[config.mk]
export PLATFORM = sky130hd
export DESIGN_NAME = pc_alu_ctrl
export DESIGN_NICKNAME = d
export VERILOG_FILES = /design/src/rtl/pc_alu_ctrl.sv
export SDC_FILE = /design/constraint.sdc
export NUM_CORES = 1
export LEC_CHECK = 0
export BUFFER_PORTS_ARGS = -buffer_cell sky130_fd_sc_hd__buf_2
export CELL_PAD_IN_SITES_DETAIL_PLACEMENT = 1
export CELL_PAD_IN_SITES_GLOBAL_PLACEMENT = 2
export CORE_MARGIN = 5
export CORE_UTILIZATION = 34
export DETAILED_ROUTE_END_ITERATION = 10
export HOLD_SLACK_MARGIN = 0.02
export PLACE_DENSITY = 0.95
export SYNTH_ARGS = -nofsm -noshare
export SYNTH_HDL_FRONTEND = slang
export SYNTH_SLANG_ARGS = --single-unit
[constraint.sdc]
create_clock -name clk -period 15.1 [get_ports clk]
set_input_delay 0.755 -clock clk [delete_from_list [all_inputs] [get_ports clk]]
set_output_delay 0.755 -clock clk [all_outputs]
set_load 0.05 [all_outputs]
[src/rtl/pc_alu_ctrl.sv]
// Single-cycle PC, ALU and RV32I-subset decode; optional per-clock trace print under `PC_TRACE_EN`.
// PC is the only register (updates every clock). All other outputs are combinational with zero latency. There is no backpressure.
module pc_alu_ctrl #(
  parameter int DATA_WIDTH = 32
) (
  input  logic                  clk,
  input  logic                  rst,
  input  logic [31:0]           instr,
  input  logic [DATA_WIDTH-1:0] RD1,
  input  logic [DATA_WIDTH-1:0] RD2,
  input  logic [DATA_WIDTH-1:0] ImmOp,
  output logic [DATA_WIDTH-1:0] PC_out,
  output logic [DATA_WIDTH-1:0] ALUout,
  output logic                  EQ,
  output logic                  RegWrite,
  output logic [1:0]            ImmSrc,
  output logic [2:0]            ALUctrl,
  output logic                  ALUsrc,
  output logic                  PCsrc
);

  localparam logic [6:0] OPC_OPIMM  = 7'b0010011;
  localparam logic [6:0] OPC_OP     = 7'b0110011;
  localparam logic [6:0] OPC_BRANCH = 7'b1100011;

  logic [6:0]            opcode;
  logic [2:0]            funct3;
  logic                  is_beq;
  logic                  is_bne;
  logic [DATA_WIDTH-1:0] alu_op1;
  logic [DATA_WIDTH-1:0] alu_op2;
  logic [DATA_WIDTH-1:0] pc_q;
  logic [DATA_WIDTH-1:0] pc_d;
  logic                  unused_instr_bits;

  assign opcode            = instr[6:0];
  assign funct3            = instr[14:12];
  assign unused_instr_bits = ^{instr[31], instr[29:15], instr[11:7]};

  // Decode never looks at EQ; branch resolution is kept separate so there is no comb loop through the ALU.
  always_comb begin
    RegWrite = 1'b0;
    ALUsrc   = 1'b0;
    ImmSrc   = 2'b00;
    ALUctrl  = 3'b000;
    is_beq   = 1'b0;
    is_bne   = 1'b0;
    case (opcode)
      OPC_OPIMM: begin
        RegWrite = 1'b1;
        ALUsrc   = 1'b1;
        case (funct3)
          3'b111:  ALUctrl = 3'b010;
          3'b110:  ALUctrl = 3'b011;
          3'b010:  ALUctrl = 3'b101;
          default: ALUctrl = 3'b000;
        endcase
      end
      OPC_OP: begin
        RegWrite = 1'b1;
        case (funct3)
          3'b000:  ALUctrl = instr[30] ? 3'b001 : 3'b000;
          3'b111:  ALUctrl = 3'b010;
          3'b110:  ALUctrl = 3'b011;
          3'b010:  ALUctrl = 3'b101;
          default: ALUctrl = 3'b000;
        endcase
      end
      OPC_BRANCH: begin
        ImmSrc  = 2'b10;
        ALUctrl = 3'b001;
        is_beq  = (funct3 == 3'b000);
        is_bne  = (funct3 == 3'b001);
      end
      default: ;
    endcase
  end

  assign alu_op1 = RD1;
  assign alu_op2 = ALUsrc ? ImmOp : RD2;

  always_comb begin
    ALUout = '0;
    case (ALUctrl)
      3'b000:  ALUout = alu_op1 + alu_op2;
      3'b001:  ALUout = alu_op1 - alu_op2;
      3'b010:  ALUout = alu_op1 & alu_op2;
      3'b011:  ALUout = alu_op1 | alu_op2;
      3'b101:  ALUout = {{(DATA_WIDTH-1){1'b0}}, ($signed(alu_op1) < $signed(alu_op2))};
      default: ALUout = '0;
    endcase
  end

  assign EQ    = (ALUout == '0);
  assign PCsrc = (is_beq & EQ) | (is_bne & ~EQ);

  assign pc_d = PCsrc ? (pc_q + ImmOp) : (pc_q + DATA_WIDTH'(4));

  always_ff @(posedge clk or posedge rst) begin
    if (rst) begin
      pc_q <= '0;
    end else begin
      pc_q <= pc_d;
    end
  end

  assign PC_out = pc_q;

`ifdef PC_TRACE_EN
  always @(posedge clk) begin
    $display("PC: %h, instr: %h, alu: %h", PC_out, instr, ALUout);
  end
`else
`endif

endmodule

* After elaboration in Yosys (flattened, before gate mapping)
Cells that the tools add are included.
Cells by class: add/sub/neg operators 4, multipliers 0, div/mod/pow operators 0, $lt $le $gt $ge 1, equal/unequal tests 11, shifts and indexed selects 0, multiplexer cells 12, bitwise gates (word level) 6, reduce and logical (&&, ||, !) cells 4
Operators by type and width (count):
- one-hot mux 32 bit (5 select lines) | 1
- adder 32 bit | 2
- two-way mux 32 bit | 2
- adder 32 x 3 -> 32 bit, second input constant | 1
- AND 32 bit | 1
- zero test 32 bit | 1
- < comparator 32 bit | 1
- OR 32 bit | 1
- subtractor 32 bit | 1
- one-hot mux 3 bit (3 select lines) | 2
- one-hot mux 3 bit (4 select lines) | 1
- equality test 3 x 2 -> 1 bit, second input constant | 3
- equality test 3 bit, second input constant | 3
- equality test 7 x 5 -> 1 bit, second input constant | 1
- equality test 7 x 6 -> 1 bit, second input constant | 1
- equality test 7 bit, second input constant | 1
- equality test 3 x 1 -> 1 bit, second input constant | 2
- zero test 3 bit | 2
- two-way mux 1 bit | 5
- AND 1 bit | 2
- two-way mux 2 bit | 1
- OR reduction 2 bit | 1
- inverter 1 bit | 1
- OR 1 bit | 1
Storage, ports and cells: register bits after elaboration 32, bits in latches 0, RAM bits 0, bits in read-only memories 0, bits of input ports 130, output and inout port bits 73, logic and storage cells 39, memories kept 0

* Logic depth before layout (Yosys ltp)
Gate-level depths: netlist of the first run.
depth in word-level cells 10, mapped depth 22, gate-level depth less buffers 19

* Worst setup path after synthesis of the first run
Ideal clock, no wire load.
path type input to output, start point input instr[3], end point output PCsrc, arrival time 6.905 ns, required time 14.345 ns, setup slack 7.440 ns, stages on the path 19, path buffers 2, cell sequence nor2_1 -> nand3_1 -> nor3_1 -> clkbuf_1 -> mux2_2 -> inv_1 -> ha_1 -> or4_4 -> or2_1 -> a2111oi_2 -> nor4_1 -> o31a_1 -> o31ai_1 -> nor4_1 -> nand4_1 -> nor4_4 -> and3_4 -> o21ai_4 -> buf_6
On the way: cells in the longest elaborated chain, start to end 9, elaborated cells between the ends (all ways) 24, those cells by class add/sub (2); order compare (1); eq/ne (7); mux (6); bitwise (6); reduce/logical (2)
Ends and longest elaborated chain:
- from (decl) | line 8 | input logic [31:0] instr,
- equality test 7 x 5 -> 1 bit * | line 48 | case (opcode)
- two-way mux 1 bit * | line 48
- via ALUsrc | line 18 | output logic ALUsrc,
- two-way mux 32 bit * | line 80 | assign alu_op2 = ALUsrc ? ImmOp : RD2;
- subtractor 32 bit (tied with other cells) | line 86 | 3'b001: ALUout = alu_op1 - alu_op2;
- one-hot mux 32 bit (5 select lines) * | line 84 | case (ALUctrl)
- via ALUout[16] | line 13 | output logic [DATA_WIDTH-1:0] ALUout,
- zero test 32 bit * | line 94 | assign EQ = (ALUout == '0);
- via EQ | line 14 | output logic EQ,
- inverter 1 bit | line 95 | assign PCsrc = (is_beq & EQ) | (is_bne & ~EQ);
- AND 1 bit | line 95
- OR 1 bit * | line 95
- to (decl) | line 19 | output logic PCsrc
Mark *: on every way through the listed nets, which the timed path passes. The rest lies on a longest branch.

* Final worst setup path of the first run
start point input instr[3], end point output PCsrc
On the way: cells in the longest elaborated chain, start to end 9, elaborated cells between the ends (all ways) 24, those cells by class add/sub (2); order compare (1); eq/ne (7); mux (6); bitwise (6); reduce/logical (2)
Ends and longest elaborated chain (line):
- equality test 7 x 5 -> 1 bit | 48
- two-way mux 1 bit | 48
- two-way mux 32 bit | 80
- subtractor 32 bit (tied with other cells) | 86
- one-hot mux 32 bit (5 select lines) | 84
- zero test 32 bit | 94
- inverter 1 bit | 95
- AND 1 bit | 95
- OR 1 bit * | 95
Every way passes the cells marked *; elsewhere a longest branch is shown, timed or not.

==> impl_metrics.env, run 1 <==
export IMPL_critPathSlowestCell="a211oi_1"
export IMPL_cts_path_max_buffers=2
export IMPL_clock_fmax_mhz=123
export IMPL_wl_per_cell_um=22.0
export IMPL_crit_path_max_fanout=33
export IMPL_gp_congestion=0.928
export IMPL_grt_setup_unrepaired="false"
export IMPL_htree_levels=2
export IMPL_path_delay_family="simple AND/OR/NAND/NOR gates"
export IMPL_start_kind="primary input"
export IMPL_numCtsBuffers=5
export IMPL_area_growth_syn_to_layout_pct=14.3
export IMPL_core_area_um2=26700
export IMPL_post_cts_buffers=0
export IMPL_synthCells=1245
export IMPL_report_final_slew_viol_count=0
export IMPL_tns_ns=0
export IMPL_die_area_um2=30300
export IMPL_synth_area_leader_cell="ha_1"
export IMPL_die_y_um=174
export IMPL_yosysUniqueCellTypes=88
export IMPL_fin_crit_sh_pct=53.9
export IMPL_synth_area_um2=9170
export IMPL_antenna_cells=0
export IMPL_cts_sinks=32
export IMPL_power_leakage_nw=4.95
export IMPL_antenna_found_initial=0
export IMPL_drc_errors=0
export IMPL_grt_total_usage_pct=23.9
export IMPL_hold_ws_ns=0.521
export IMPL_synth_top_area_share_pct=17.5
export IMPL_synth_nets=1506
export IMPL_post_synth_cell_area_avg_um2=7.36
export IMPL_synth_flop_cell="dfrtp_1"
export IMPL_cts_tree="built"
export IMPL_antenna_left=0
export IMPL_fillers=3404
export IMPL_crit_path_max_incr_delay_ns=0.66
export IMPL_io_buffer_count=180
export IMPL_yosysMostFrequentCell="ha_1"
export IMPL_cellPowerDensity_nw_per_um2=75.8
export IMPL_start_util_pct=34.3
export IMPL_cts_clk_slew_worst_paths_ns=0.05
export IMPL_critical_path_buf_inv_count=5
export IMPL_drv_cap=0
export IMPL_postRouteWirelength_mm=37.9
export IMPL_nNetsFinal=1646
export IMPL_dr_pass1_iters=6
export IMPL_async_flop_share_pct=100
export IMPL_required_ns=14.35
export IMPL_worst_pin_slew_ns=1.18
export IMPL_crit_type="primary input to primary output"
export IMPL_drt_iter0_drc=810
export IMPL_path_cells="buf_2, nor2_1, nand3_1, nor3_2, buf_4, mux2_2, ha_1, inv_1, fa_1, nand2b_1, a211oi_1, a32oi_1, a31oi_1, nor2_1, o31ai_1, a21oi_1, or3b_2, nor4_1, nand4_1, o21ai_4, buf_4, buf_2"
export IMPL_grt_first_pass_wirelength_mm=59.1
export IMPL_synth_area_leaders="ha_1 (17%), dfrtp_1 (8.7%), a21oi_1 (4.8%)"
export IMPL_synth_edf_count=0
export IMPL_drive_above_1_share_pct=18.8
export IMPL_placed_cell_area_um2=10300
export IMPL_rows=60
export IMPL_clock_skew_ns=0.00502
export IMPL_end_kind="primary output"
export IMPL_ios=203
export IMPL_period_minus_slack_ns=8.13
export IMPL_cts_resized_gates=0
export IMPL_reg2reg_slack_ns=11.40
export IMPL_critPathArrivalTime_ns=7.38
export IMPL_die_width_um=174
export IMPL_ir_worst_vdd_v=0.0000602
export IMPL_grt_pass1_vias=10646
export IMPL_largest_register_ffs=32
export IMPL_grt_overflow=0
export IMPL_yosysSeqAreaShare_pct=8.74
export IMPL_yosys_warnings=0
export IMPL_avgViaCountPerCell=6.02
export IMPL_hold_class="flip-flop to flip-flop"
export IMPL_synth_seq_cells=32
export IMPL_final_area_um2=10500
export IMPL_dpl_hpwl_mm=30.8
export IMPL_clk_latency_ns=0.29
export IMPL_outcome="finished clean"
export IMPL_synth_commonest_cells="ha_1 (128), inv_1 (105), nor2_1 (103)"
export IMPL_relSlewSlack_pct=21.0
export IMPL_grt_max_degree=56
export IMPL_setup_violations=0
export IMPL_clockRootBuffer="clkbuf_16"
export IMPL_final_hold_viol_count=0
export IMPL_vias=10389
export IMPL_cts_hold_buf=0
-- final cells by class --
type,count,area (um^2),share of cell area [%]
clock buffer,6,129,1.23
clock inverter,2,35.0,0.334
inverter,106,398,3.80
multi-input combinational,1049,7700,73.5
sequential,32,801,7.64
tap,341,427,4.07
timing repair buffer,191,983,9.39
-- worst reg2reg max path: stages (launching register included) --
cell and delay [ns]:
dfrtp_1 0.39, ha_1 0.23, fa_1 0.43, a21o_1 0.19
a21oi_1 0.24, nor2_1 0.07, o21a_1 0.20, a21oi_1 0.23
o31ai_1 0.17, a21o_1 0.23, a2111oi_0 0.45, o21ai_0 0.24
and4b_1 0.25, nor3_1 0.15, mux2i_1 0.11
-- stage by stage --
step / instances / util, % / power, mW / setup WS [ns]
after floorplan: 1245 / - / 0.517 / 7.44
after global placement: 1719 / 38.6 / 0.654 / 7.25
after detailed placement: 1719 / 38.6 / 0.669 / 7.18
after CTS: 1727 / 39.2 / 0.790 / 7.15
after global routing: 1727 / 39.2 / 0.843 / 6.68
final: 1727 / 39.2 / 0.794 / 6.97
-- routing by layer --
layer	routed length, um	GRT usage (%)	vias to the layer above
met5	0	0	-
met4	1010	7.13	0
met3	2810	4.07	55
met2	17300	39.5	369
met1	16800	32.0	5119
li1	-	-	4846
-- logic make-up after synthesis --
| logic type | after synthesis | share of synthesized area [%] |
|---|---|---|
| AOI/OAI and AO/OA | 364 | 27.2 |
| xor gates and xnor gates | 72 | 6.88 |
| buffers and inverters | 164 | 7.39 |
| adders and majority gates | 131 | 18.1 |
| and+or+nand+nor | 405 | 22.8 |
| muxes | 76 | 8.82 |
| DFF | 32 | 8.74 |
| other | 1 | 0.0409 |
-- path summary, 6_finish.rpt --
path                                              end  cells after the start                   from
worst min-delay path            PC_out[0]$_DFFE_PP0P_                      1  PC_out[0]$_DFFE_PP0P_
max in group asynchronous        PC_out[22]$_DFF_PP0_                      3                    rst
worst max register to register   PC_out[30]$_DFF_PP0_                     14  PC_out[0]$_DFFE_PP0P_
min in group asynchronous         PC_out[4]$_DFF_PP0_                      3                    rst
worst max-delay path                            PCsrc                     22               instr[3]
worst min register to register  PC_out[0]$_DFFE_PP0P_                      1  PC_out[0]$_DFFE_PP0P_
-- placed cells by master (no fill, tap or decap), types with 11 or more instances in the layout --
master | synthesis | layout
ha_1 | 128 | 128
nor4_1 | 23 | 23
a31oi_1 | 11 | 11
a21oi_1 | 88 | 88
nor3_1 | 20 | 19
dfrtp_1 | 32 | 32
mux2_2 | 35 | 35
o21bai_1 | 14 | 14
mux2i_1 | 38 | 38
o211ai_1 | 26 | 26
a21o_1 | 33 | 33
nand4_1 | 24 | 24
o21ai_0 | 59 | 59
o31ai_1 | 15 | 15
nand3_1 | 43 | 43
buf_4 | 3 | 11
nand2b_1 | 15 | 15
and3_1 | 15 | 15
buf_2 | 16 | 180
xor2_1 | 29 | 29
nand2_1 | 90 | 90
a211oi_1 | 14 | 14
nor2b_1 | 15 | 15
xnor2_1 | 43 | 43
inv_1 | 105 | 105
nor2_1 | 103 | 103
-- power breakdown --
| group | total (mW) | leakage (nW) | internal (mW) | switching [mW] |
|---|---|---|---|---|
| clock network | 0.118 | 0.0808 | 0.0776 | 0.0399 |
| logic | 0.553 | 4.44 | 0.180 | 0.373 |
| registers | 0.124 | 0.429 | 0.0992 | 0.0248 |
| total | 0.794 | 4.95 | 0.356 | 0.438 |
Power figures use the tool's default switching activity.
==> run 2, diff against run 1 <==
CORE_UTILIZATION = 32   (was 34)
PLACE_DENSITY = 0.94   (was 0.95)
clock period = 8.39 ns   (was 15.1 ns; I/O delays follow)
==> impl_metrics.env, run 2 (synthesis results as in run 1) <==
export IMPL_cts_clk_slew_worst_paths_ns=0.06
export IMPL_setup_violations=0
export IMPL_clock_fmax_mhz=135
export IMPL_report_final_slew_viol_count=0
export IMPL_rows=62
export IMPL_vias=10408
export IMPL_worst_pin_slew_ns=1.03
export IMPL_fin_crit_sh_pct=88.2
export IMPL_p_int_mw=0.658
export IMPL_cts_sinks=32
export IMPL_relSlewSlack_pct=31.0
export IMPL_gp_congestion=0.942
export IMPL_drt_iter0_drc=751
export IMPL_grt_total_usage_pct=23.1
export IMPL_area_growth_syn_to_layout_pct=15.0
export IMPL_start_kind="primary input"
export IMPL_antenna_found_initial=3
export IMPL_pwr_share_clk_pct=16.0
export IMPL_cts_tree="built"
export IMPL_clk_latency_ns=0.29
export IMPL_start_util_pct=32.2
export IMPL_cts_path_max_buffers=2
export IMPL_end_kind="primary output"
export IMPL_ir_worst_vdd_v=0.0000689
export IMPL_ios=203
export IMPL_cts_hold_buf=0
export IMPL_clockRootBuffer="clkbuf_16"
export IMPL_die_y_um=179
export IMPL_met1Wirelength_mm=16.8
export IMPL_top_layer="met5"
export IMPL_hold_ws_ns=0.209
export IMPL_postRouteWirelength_mm=38.6
export IMPL_hold_class="primary input to async pin"
export IMPL_reg2regPathDepth=14
export IMPL_dpl_hpwl_mm=31.4
export IMPL_reg2reg_slack_ns=4.57
export IMPL_layout_cells_most_common_list="buf_2 (180), ha_1 (128), inv_1 (105), nor2_1 (103), nand2_1 (90)"
export IMPL_grt_first_pass_wirelength_mm=59.0
export IMPL_sequentialPowerShare_pct=15.3
export IMPL_outcome="finished clean"
export IMPL_endpoint="PCsrc"
export IMPL_postLayoutCoreUtil_pct=37.0
export IMPL_reg2reg_to="PC_out[30]$_DFF_PP0_"
export IMPL_wl_met3_mm=3.06
export IMPL_crit_path_max_fanout=33
export IMPL_htree_levels=2
export IMPL_required_ns=7.97
export IMPL_die_width_um=179
export IMPL_crit_type="primary input to primary output"
export IMPL_wl_per_cell_um=21.8
export IMPL_core_area_um2=28500
export IMPL_drive_above_1_share_pct=18.8
export IMPL_critPathArrivalTime_ns=6.98
export IMPL_r2r_start="PC_out[0]$_DFFE_PP0P_"
export IMPL_cts_resized_gates=0
export IMPL_largest_register_ffs=32
export IMPL_io_buffer_count=180
export IMPL_post_cts_buffers=0
export IMPL_final_hold_viol_count=0
export IMPL_antenna_left=0
export IMPL_drv_cap=0
export IMPL_pwr_share_comb_pct=68.7
export IMPL_grt_pass1_vias=10612
export IMPL_power_leakage_nw=4.96
export IMPL_cellPowerDensity_nw_per_um2=138
export IMPL_drc_errors=0
export IMPL_nNetsFinal=1645
export IMPL_die_area_um2=32100
export IMPL_grt_setup_unrepaired="false"
export IMPL_grt_overflow=0
export IMPL_switching_power_mw=0.802
export IMPL_avgViaCountPerCell=5.88
export IMPL_startpoint="instr[3]"
export IMPL_routed_wl_met2_mm=17.7
export IMPL_period_minus_slack_ns=7.40
export IMPL_p_sw_share_pct=54.9
export IMPL_grt_max_degree=56
export IMPL_final_common_cell="buf_2"
export IMPL_dr_pass1_iters=5
export IMPL_numCtsBuffers=5
export IMPL_clock_skew_ns=0.00284
export IMPL_tns_ns=0
==> run 2: cell count changes in the layout (fill, tap and decap cells not counted), sizes merged <==
cell	previous run	this run
buf	191	190
diode	0	1
clkinv	2	1
clkbuf	6	7
==> run 2: how the worst min path moves through the flow <==
stage	start	endpoint	slack [ns]	cells after the start
floorplan	rst	PC_out[0]$_DFFE_PP0P_	0.54	1
global placement	PC_out[0]$_DFFE_PP0P_	PC_out[0]$_DFFE_PP0P_	0.50	1
global route	rst	PC_out[6]$_DFF_PP0_	0.26	3
detailed placement	PC_out[0]$_DFFE_PP0P_	PC_out[0]$_DFFE_PP0P_	0.51	1
CTS	rst	PC_out[4]$_DFF_PP0_	0.23	3
finish	rst	PC_out[4]$_DFF_PP0_	0.21	3
==> run 2: worst max-delay path: stages <==
cell,delay (ns)
buf_2,0.10
nor2_1,0.09
nand3_1,0.22
nor3_2,0.21
buf_4,0.43
mux2_2,0.30
ha_1,0.22
inv_1,0.07
fa_1,0.38
nand2b_1,0.22
a211oi_1,0.62
a32oi_1,0.33
a31oi_1,0.46
nor2_1,0.13
o31ai_1,0.35
a21oi_1,0.12
or3b_2,0.47
nor4_1,0.62
nand4_1,0.31
o21ai_4,0.46
buf_2,0.41
==> run 2: final cells by class <==
class / instances / area [um^2]
Antenna cell: 1 / 2.50
Multi-Input combinational cell: 1049 / 7700
Sequential cell: 32 / 801
Timing Repair Buffer: 190 / 976
Tap cell: 384 / 480
Clock buffer: 7 / 153
Clock inverter: 1 / 30.0
Inverter: 106 / 398
Fill cell: 3638 / 17900
==> run 2: power groups by stage <==
stage	logic, mW	clock network (mW)	registers [mW]
finish	1.00	0.233	0.224
global route	1.08	0.241	0.229
CTS	0.993	0.234	0.223
detailed placement	0.987	0	0.224
global placement	0.959	0	0.222
floorplan	0.633	0	0.297
==> run 2: layer usage <==
layer  vias to the layer above  global-route usage (%)
met4                         2                    7.08
met3                        62                    4.70
met2                       385                    38.1
met1                      5118                    30.3
li1                       4841                       -
met5                         -                       0
==> run 2: per-stage QoR <==
step                      setup slack (ns)  power, mW  instances  cell area [um^2]
after CTS                             1.20       1.45       1769             10500
final                                0.991       1.46       1770             10500
after global routing                 0.644       1.55       1770             10500
after global placement                1.29       1.18       1761             10400
after floorplan                       1.40      0.930       1245              9170
after detailed placement              1.20       1.21       1761             10400
==> run 3, diff against run 2 <==
CORE_UTILIZATION = 30   (was 32)
CTS_CLUSTER_SIZE = 28   (was unset)
PLACE_DENSITY = 0.89   (was 0.94)
==> impl_metrics.env, run 3 (synthesis results as in run 1) <==
export IMPL_tns_ns=0
export IMPL_power_leakage_nw=4.94
export IMPL_io_buffer_count=180
export IMPL_reg2reg_slack_ns=4.55
export IMPL_drv_cap=0
export IMPL_drt_iter0_drc=715
export IMPL_end_kind="primary output"
export IMPL_vias=10419
export IMPL_placed_cell_area_um2=10400
export IMPL_fillers=3820
export IMPL_postRouteWirelength_mm=39.2
export IMPL_final_area_um2=10500
export IMPL_reg2regPathDepth=14
export IMPL_r2r_start="PC_out[0]$_DFFE_PP0P_"
export IMPL_die_y_um=185
export IMPL_setup_violations=0
export IMPL_post_cts_buffers=0
export IMPL_seq_area_um2=801
export IMPL_htree_levels=2
export IMPL_multiInputGateArea_um2=7700
export IMPL_period_minus_slack_ns=7.47
export IMPL_worst_pin_slew_ns=1.01
export IMPL_grt_max_degree=56
export IMPL_final_common_cell="buf_2"
export IMPL_largest_register_ffs=32
export IMPL_core_area_um2=30300
export IMPL_endpoint="PCsrc"
export IMPL_drive_above_1_share_pct=18.7
export IMPL_reg2reg_to="PC_out[30]$_DFF_PP0_"
export IMPL_wl_per_cell_um=22.0
export IMPL_fin_cells=1782
export IMPL_clock_fmax_mhz=134
export IMPL_p_total_mw=1.41
export IMPL_start_util_pct=30.2
export IMPL_cts_hold_buf=0
export IMPL_hold_ws_ns=0.240
export IMPL_cts_tree="built"
export IMPL_die_area_um2=34100
export IMPL_hold_class="primary input to async pin"
export IMPL_grt_setup_unrepaired="false"
export IMPL_cts_sinks=32
export IMPL_fin_crit_sh_pct=89.0
export IMPL_critPathArrivalTime_ns=7.05
export IMPL_gp_congestion=0.982
export IMPL_grt_first_pass_wirelength_mm=59.5
export IMPL_grt_pass1_vias=10409
export IMPL_area_growth_syn_to_layout_pct=14.9
export IMPL_cts_resized_gates=0
export IMPL_drc_errors=0
export IMPL_cts_clk_slew_worst_paths_ns=0.06
export IMPL_dr_pass1_iters=5
export IMPL_final_hold_viol_count=0
export IMPL_avgViaCountPerCell=5.85
export IMPL_clk_latency_ns=0.29
export IMPL_dp_cells=1774
export IMPL_layout_cells_most_common_list="buf_2 (180), ha_1 (128), inv_1 (105), nor2_1 (103), nand2_1 (90)"
export IMPL_crit_type="primary input to primary output"
export IMPL_outcome="finished clean"
export IMPL_relSlewSlack_pct=32.2
export IMPL_cts_path_max_buffers=2
export IMPL_crit_path_max_fanout=33
export IMPL_rows=64
export IMPL_clock_skew_ns=0.00645
export IMPL_die_width_um=185
export IMPL_antenna_found_initial=1
export IMPL_ir_worst_vdd_v=0.0000745
export IMPL_cellPowerDensity_nw_per_um2=134
export IMPL_clockRootBuffer="clkbuf_16"
export IMPL_antenna_left=0
export IMPL_ios=203
export IMPL_start_kind="primary input"
export IMPL_numCtsBuffers=5
export IMPL_required_ns=7.97
export IMPL_antenna_cells=0
export IMPL_startpoint="instr[3]"
export IMPL_report_final_slew_viol_count=0
export IMPL_nNetsFinal=1646
export IMPL_dpl_hpwl_mm=32.1
export IMPL_grt_total_usage_pct=21.8
export IMPL_grt_overflow=0
run 3: critical path, stage by stage:
cell      delay, ns
buf_2          0.10
nor2_1         0.10
nand3_1        0.24
nor3_2         0.22
buf_4          0.44
mux2_2         0.31
ha_1           0.23
inv_1          0.07
fa_1           0.39
nand2b_1       0.21
a211oi_1       0.69
a32oi_1        0.37
a31oi_1        0.48
nor2_1         0.12
o31ai_1        0.34
a21oi_1        0.11
or3b_2         0.46
nor4_1         0.56
nand4_1        0.30
o21ai_4        0.45
buf_2          0.41
run 3: final cells by class:
type,count,share of cell area (%)
clock buffers,8,1.39
multi-input cells,1049,73.2
repair buffers,191,9.34
flip-flops and latches,32,7.61
well taps,396,4.71
inverters,106,3.78
run 3: worst min-delay path by stage:
stage | cells past startpoint | end | start
after floorplan | 1 | PC_out[0]$_DFFE_PP0P_ | rst
after global placement | 1 | PC_out[0]$_DFFE_PP0P_ | PC_out[0]$_DFFE_PP0P_
after detailed placement | 1 | PC_out[0]$_DFFE_PP0P_ | PC_out[0]$_DFFE_PP0P_
after CTS | 3 | PC_out[2]$_DFF_PP0_ | rst
after global routing | 3 | PC_out[2]$_DFF_PP0_ | rst
final | 3 | PC_out[2]$_DFF_PP0_ | rst
run 3: metrics by stage:
step	setup WS (ns)	utilization (%)
2_1_floorplan	1.40	-
3_3_place_gp	1.22	34.2
3_5_place_dp	1.07	34.2
4_1_cts	1.06	34.7
5_1_grt	0.528	34.7
6_report	0.921	34.7
run 3: layer usage:
metal	share of wire, %	GRT usage (%)	vias to the layer above
met5	0.028	0	-
met4	2.8	6.69	2
met3	6.0	2.69	69
met2	46	36.3	319
met1	45	29.5	5185
li1	-	-	4844
run 3: report_power, final:
group / internal [mW] / leakage [nW] / switching [mW]
Clock: 0.118 / 0.0712 / 0.0703
Combinational: 0.323 / 4.44 / 0.673
Sequential: 0.179 / 0.429 / 0.0452
